<file path="src/rtl/data_memory_hs_pkg.sv">
// Shared definitions for the data memory block: access size codes, FSM state
// encoding and the upper bound on the configurable read latency.
package data_memory_hs_pkg;

  localparam logic [1:0] SIZE_WORD = 2'b00;
  localparam logic [1:0] SIZE_HALF = 2'b10;
  localparam logic [1:0] SIZE_BYTE = 2'b11;

  localparam int MAX_READ_LATENCY = 4;

  typedef enum logic [1:0] {
    ST_INIT = 2'd0,
    ST_IDLE = 2'd1,
    ST_WAIT = 2'd2,
    ST_RESP = 2'd3
  } state_t;

endpackage

</file>
<file path="src/rtl/data_memory_hs_lane_align.sv">
// Combinational lane logic for the data memory.
//   mem_word    : current contents of the addressed word
//   wdata       : right-aligned store data
//   size, lane  : access size code and byte-address bits [1:0]
//   is_unsigned : zero-extend (1) or sign-extend (0) sub-word loads
//   merged      : mem_word with the selected lanes replaced by store data
//   load_data   : selected lane(s) extended to 32 bits
//   fault       : misaligned access or reserved size code
module data_memory_hs_lane_align
  import data_memory_hs_pkg::*;
(
  input  logic [31:0] mem_word,
  input  logic [31:0] wdata,
  input  logic [1:0]  size,
  input  logic [1:0]  lane,
  input  logic        is_unsigned,
  output logic [31:0] merged,
  output logic [31:0] load_data,
  output logic        fault
);

  logic [15:0] half_sel;
  logic [7:0]  byte_sel;

  always_comb begin
    merged    = mem_word;
    load_data = '0;
    fault     = 1'b0;
    half_sel  = lane[1] ? mem_word[31:16] : mem_word[15:0];
    byte_sel  = mem_word[{lane, 3'b000} +: 8];
    case (size)
      SIZE_WORD: begin
        fault     = (lane != 2'b00);
        merged    = wdata;
        load_data = mem_word;
      end
      SIZE_HALF: begin
        fault = lane[0];
        if (lane[1]) merged[31:16] = wdata[15:0];
        else         merged[15:0]  = wdata[15:0];
        load_data = {{16{half_sel[15] & ~is_unsigned}}, half_sel};
      end
      SIZE_BYTE: begin
        merged[{lane, 3'b000} +: 8] = wdata[7:0];
        load_data = {{24{byte_sel[7] & ~is_unsigned}}, byte_sel};
      end
      default: fault = 1'b1;
    endcase
  end

endmodule

</file>
<file path="src/rtl/data_memory_hs.sv">
// Word-organised data RAM behind a valid/ready request / one-cycle response
// handshake, with byte/half/word access, load extension, misalignment faults
// and optional zeroing of the array after reset.
//   clk, rst                    : clock, synchronous active-high reset
//   Req_Valid/Req_Ready         : request handshake
//   Req_Write/Size/Unsigned     : access type
//   Req_Addr, Req_Wdata         : byte address, right-aligned store data
//   Resp_Valid                  : one-cycle completion pulse
//   Resp_Rdata, Resp_Fault      : load data (0 for stores/faults), fault flag
//   Init_Done                   : array ready for use
//
// state   | meaning
// --------+--------------------------------------------------------
// ST_INIT | clearing one word per cycle, requests blocked
// ST_IDLE | ready to accept a request
// ST_WAIT | access done, counting down the remaining read latency
// ST_RESP | Resp_Valid pulse, back to ST_IDLE next cycle
module data_memory_hs
  import data_memory_hs_pkg::*;
#(
  parameter int ADDR_WIDTH     = 9,
  parameter int READ_LATENCY   = 1,
  parameter int CLEAR_ON_RESET = 1
) (
  input  logic                  clk,
  input  logic                  rst,
  input  logic                  Req_Valid,
  output logic                  Req_Ready,
  input  logic                  Req_Write,
  input  logic [1:0]            Req_Size,
  input  logic                  Req_Unsigned,
  input  logic [ADDR_WIDTH-1:0] Req_Addr,
  input  logic [31:0]           Req_Wdata,
  output logic                  Resp_Valid,
  output logic [31:0]           Resp_Rdata,
  output logic                  Resp_Fault,
  output logic                  Init_Done
);

  localparam int WW    = ADDR_WIDTH - 2;
  localparam int DEPTH = 2 ** WW;
  localparam int LAT_W = $clog2(MAX_READ_LATENCY);
  localparam logic [WW-1:0] CLR_LAST = WW'(DEPTH - 1);

  logic [31:0]      mem [0:DEPTH-1];
  state_t           state, state_nxt;
  logic [WW-1:0]    clr_idx;
  logic [LAT_W-1:0] lat_cnt;
  logic [31:0]      pend_rdata;
  logic             pend_fault;

  logic [WW-1:0] word_idx;
  logic [31:0]   old_word, merged, load_data, acc_rdata;
  logic          fault, accept;

  assign word_idx  = Req_Addr[ADDR_WIDTH-1:2];
  assign old_word  = mem[word_idx];
  assign accept    = (state == ST_IDLE) && Init_Done && Req_Valid;
  assign acc_rdata = (Req_Write || fault) ? 32'h0 : load_data;

  data_memory_hs_lane_align u_lane (
    .mem_word    (old_word),
    .wdata       (Req_Wdata),
    .size        (Req_Size),
    .lane        (Req_Addr[1:0]),
    .is_unsigned (Req_Unsigned),
    .merged      (merged),
    .load_data   (load_data),
    .fault       (fault)
  );

  always_ff @(posedge clk) begin
    if (rst) state <= (CLEAR_ON_RESET != 0) ? ST_INIT : ST_IDLE;
    else     state <= state_nxt;
  end

  always_comb begin
    state_nxt  = state;
    Req_Ready  = 1'b0;
    Resp_Valid = 1'b0;
    case (state)
      ST_INIT: if (clr_idx == CLR_LAST) state_nxt = ST_IDLE;
      ST_IDLE: begin
        Req_Ready = Init_Done;
        if (accept) state_nxt = (READ_LATENCY == 1) ? ST_RESP : ST_WAIT;
      end
      ST_WAIT: if (lat_cnt == LAT_W'(1)) state_nxt = ST_RESP;
      ST_RESP: begin
        Resp_Valid = 1'b1;
        state_nxt  = ST_IDLE;
      end
      default: state_nxt = ST_IDLE;
    endcase
  end

  always_ff @(posedge clk) begin
    if (rst) begin
      clr_idx    <= '0;
      lat_cnt    <= '0;
      Init_Done  <= 1'b0;
      pend_rdata <= '0;
      pend_fault <= 1'b0;
      Resp_Rdata <= '0;
      Resp_Fault <= 1'b0;
    end else begin
      if (state == ST_INIT) clr_idx <= clr_idx + 1'b1;

      if (CLEAR_ON_RESET == 0)                        Init_Done <= 1'b1;
      else if (state == ST_INIT && clr_idx == CLR_LAST) Init_Done <= 1'b1;

      if (accept) begin
        lat_cnt    <= LAT_W'(READ_LATENCY - 1);
        pend_rdata <= acc_rdata;
        pend_fault <= fault;
      end else if (state == ST_WAIT) begin
        lat_cnt <= lat_cnt - 1'b1;
      end

      // ST_RESP is only ever entered from IDLE (latency 1) or WAIT; with
      // latency 1 the pending registers are not loaded yet, so bypass them.
      if (state_nxt == ST_RESP) begin
        Resp_Rdata <= (state == ST_IDLE) ? acc_rdata : pend_rdata;
        Resp_Fault <= (state == ST_IDLE) ? fault : pend_fault;
      end
    end
  end

  // Array has no reset so that contents survive rst when clearing is disabled.
  always_ff @(posedge clk) begin
    if (!rst) begin
      if (state == ST_INIT)
        mem[clr_idx] <= 32'h0;
      else if (accept && Req_Write && !fault)
        mem[word_idx] <= merged;
    end
  end

endmodule

</file>
<file path="config.mk">
export PLATFORM = sky130hd
export DESIGN_NAME = data_memory_hs
export DESIGN_NICKNAME = d
export VERILOG_FILES = /design/src/rtl/data_memory_hs_pkg.sv /design/src/rtl/data_memory_hs_lane_align.sv /design/src/rtl/data_memory_hs.sv
export SDC_FILE = /design/constraint.sdc
export NUM_CORES = 2
export LEC_CHECK = 0
export CAP_MARGIN = 20
export CORE_MARGIN = 2
export CORE_UTILIZATION = 45
export CTS_BUF_LIST = sky130_fd_sc_hd__clkbuf_4 sky130_fd_sc_hd__clkbuf_8
export CTS_CLUSTER_SIZE = 8
export DETAILED_ROUTE_END_ITERATION = 16
export GPL_TIMING_DRIVEN = 1
export PLACE_DENSITY_LB_ADDON = 0.1
export SLEW_MARGIN = 10
export SYNTH_ARGS = -nofsm -noshare
export SYNTH_HDL_FRONTEND = slang
export SYNTH_SLANG_ARGS = --single-unit
</file>
<file path="constraint.sdc">
create_clock -name clk -period 29 [get_ports clk]
set_clock_uncertainty 0.15 [all_clocks]
set_input_delay 5.8 -clock clk [delete_from_list [all_inputs] [get_ports clk]]
set_output_delay 5.8 -clock clk [all_outputs]
set_load 0.1 [all_outputs]
</file>
==> run metrics <==
Crit Path Category=input pin to flop; Worst Tran Pin Value=1.372 ns; post-detail-place hpwl=287.3 mm; slew margin rel.=7.897%; setup TNS=0 ns; layout cell share with drive strength beyond 1=32.88%; Core Rows=220; Avg Inst Size Synth=22.33 sq um; crit-path cells=buf_8 -> buf_12 -> buf_4 -> buf_4 -> buf_4 -> mux4_2 -> mux2_2 -> o22ai_1 -> o22ai_1 -> a211oi_1 -> buf_4 -> inv_1 -> mux2i_1 -> a21oi_1 -> o211a_4 -> buf_4; startpoint type of the worst setup path=input pin; # DRC=0; hold buffers post-CTS=0; Reg area=124600 sq um; Die Area=364400 sq um; largest net degree at the start of global routing=129; M1 WL=207.0 mm; I/O Buffers=83; Syn Nets=7301; number of buffers created by CTS=689; asr flop ratio synth=0%; pwr/cell area=65.14 nW/um^2; Hold Path Stages=2; number of fillers in the final layout=28.54k; Tot GR Track Use=28.27%; Crit Path Max Fanout=103; synthesized cell area=161800 sq um; clk buf depth=4; CTS tree=built; Post-CTS Resized=0; synthesized flop and latch total=4174; crit share post-route=42.32%; die width=603.6 microns; htree depth=6; multi-input logic area=36180 sq um; Slew Viols, Final=0; Starting Density=45.14%; depth of the most critical reg-to-reg path=10; core area=358400 sq um; slowest CP cell=o22ai_1; final setup fails=0; most frequent cell on the critical path=buf_4; Clk pin slew, worst setup/hold paths=0.06 ns; Lkg Pwr=56.04 nW; Hold Path Class=flop to flop; grt ovf=0; first-pass GRT wire length=702.0 mm; CP endpoint kind=flop; Most used DFF post-synth=edfxtp_1; max-cap violations=0; WP data required=29.73 ns; max incr delay on CP=0.97 ns; post-route antenna net violation count=0; fmax=81.49 MHz; GP Congestion=0.9967; Die H=603.6 microns; Cell variety after synth=72; nets@finish=7987; run status=complete, no violations; wire length on met3=42.93 mm; synthesized netlist cell count=7246; drt wl/cell=39.00 microns; number of antenna violations at the first check in global routing=35; Max Used Layer=met5; 1st-iter DRT viols=10.94k; WL final=516.7 mm; DR pass1 iterations=8; I/O Pins=84; Clock Sinks=4174; Data arrival, critical path=13.01 ns; Post-CTS Repair Setup Buffers=0; met2 WL=243.1 mm; RSZ-0062 raised after global routing=no; EDFF count, synth=4096; Worst-Skew Late Latency=1.23 ns; Util after Layout=51.15%; Area growth syn-to-layout=13.31%; fin crit period=12.27 ns; synth warn=0; sequential element share of the synthesized area=76.99%; vias=82.84k; drt via density=6.252; worst ir drop on vdd=0.04635 mV; Hold Vio Cnt, Final=0; vias in the first global route=83.73k; root buffer cell=clkbuf_8
## flip-flops by register name (all words and copies together), names as in the netlist, 2 cells and up
name        count
mem          4096
Resp_Rdata     32
pend_rdata     32
clr_idx         7
lat_cnt         2
state           2
## cell usage in the layout (no fill, tap or decap), drive strengths merged, types with 24 or more instances in the layout
cell and n:
clkdlybuf4s50 76, nor2 291, o21ai 121, o22ai 104
a22oi 65, mux4 1109, and2 24, edfxtp 4096
mux2i 208, clkinv 204, nand3 28, nand2 153
dfxtp 78, nor3 27, diode 28, a21oi 126
inv 38, clkinvlp 24, buf 339, clkbuf 956
mux2 56, nand2b 31
## report_power, final
| group | total, mW | internal, mW | switching (mW) |
|---|---|---|---|
| clock | 4.93 | 2.59 | 2.35 |
| sequential | 6.54 | 6.53 | 0.00306 |
| combinational | 0.472 | 0.162 | 0.310 |
## worst max-delay path: cells and delay by family
| family | cells | cell delay, ns |
|---|---|---|
| multiplexers | 3 | 0.62 |
| buffers and inverters | 8 | 3.97 |
| AO/OA/AOI/OAI | 5 | 2.28 |
## synth_stat cells (18+ instances only)
cell,count,area (sq um)
edfxtp_1,4096,123000
or2_2,20,125.1
buf_1,31,116.4
buf_4,86,645.6
nand2b_1,31,193.9
nor3_1,27,135.1
nor2_1,290,1089
a22oi_1,65,488.0
mux2i_1,208,2082
a311oi_1,19,166.4
nand3_1,28,140.1
a31oi_1,18,112.6
buf_6,47,529.3
nand2_1,152,570.6
a21oi_1,126,630.6
clkbuf_1,128,480.5
buf_2,123,615.6
o21ai_0,113,565.5
dfxtp_1,78,1562
and2_1,22,137.6
mux4_2,1109,24980
mux2_2,56,630.6
o22ai_1,104,650.6
## kinds of logic (layout without fill, tap and decap cells)
| logic type | count (synthesis) | after routing | synth area share, % |
|---|---|---|---|
| xor gates and xnor gates | 5 | 5 | 0.02707 |
| DFF | 4174 | 4174 | 76.99 |
| AOI/OAI and AO/OA | 594 | 594 | 2.404 |
| and+or+nand+nor | 658 | 658 | 1.837 |
| adders and majority gates | 7 | 7 | 0.05413 |
| other | 0 | 28 | 0 |
| buffers and inverters | 435 | 1638 | 1.577 |
| muxes | 1373 | 1373 | 17.11 |
## layout make-up
| class | count | share of cell area, % |
|---|---|---|
| repair buffers | 416 | 1.943 |
| clock buffers | 955 | 6.323 |
| flip-flops and latches | 4174 | 67.94 |
| well taps | 4773 | 3.258 |
| inverters | 14 | 0.03754 |
| clock inverters | 253 | 0.7200 |
| diodes | 28 | 0.03822 |
| multi-input cells | 2637 | 19.74 |
## final timing paths
kind                               start  slack [ns]                           to
min          pend_rdata[11]$_SDFFE_PP0N_        0.29  pend_rdata[11]$_SDFFE_PP0N_
max reg2reg          state[0]$_SDFF_PP0_       22.94        mem[50][21]$_DFFE_PP_
min reg2reg  pend_rdata[11]$_SDFFE_PP0N_        0.29  pend_rdata[11]$_SDFFE_PP0N_
max                          Req_Addr[3]       16.73       mem[104][31]$_DFFE_PP_
## metal layers
metal / vias up / global-route usage, %
li1: 32280 / -
met1: 45640 / 38.88
met2: 4012 / 44.34
met3: 892 / 5.970
met4: 14 / 11.42
met5: - / 0
## stage by stage
stage               cell area (sq um)  total power, mW  setup slack, ns  hold slack [ns]  std cells
floorplan                      161800            6.934            14.65           0.2572       7246
global placement               170000            7.130            14.46           0.2666      12000
detailed placement             170200            7.131            15.48           0.2789      12010
CTS                            183200            12.02            16.81           0.2916      13220
global route                   183300            12.29            16.53           0.3022      13240
finish                         183300            11.94            16.73           0.2940      13250
Power figures use the tool's default switching activity.
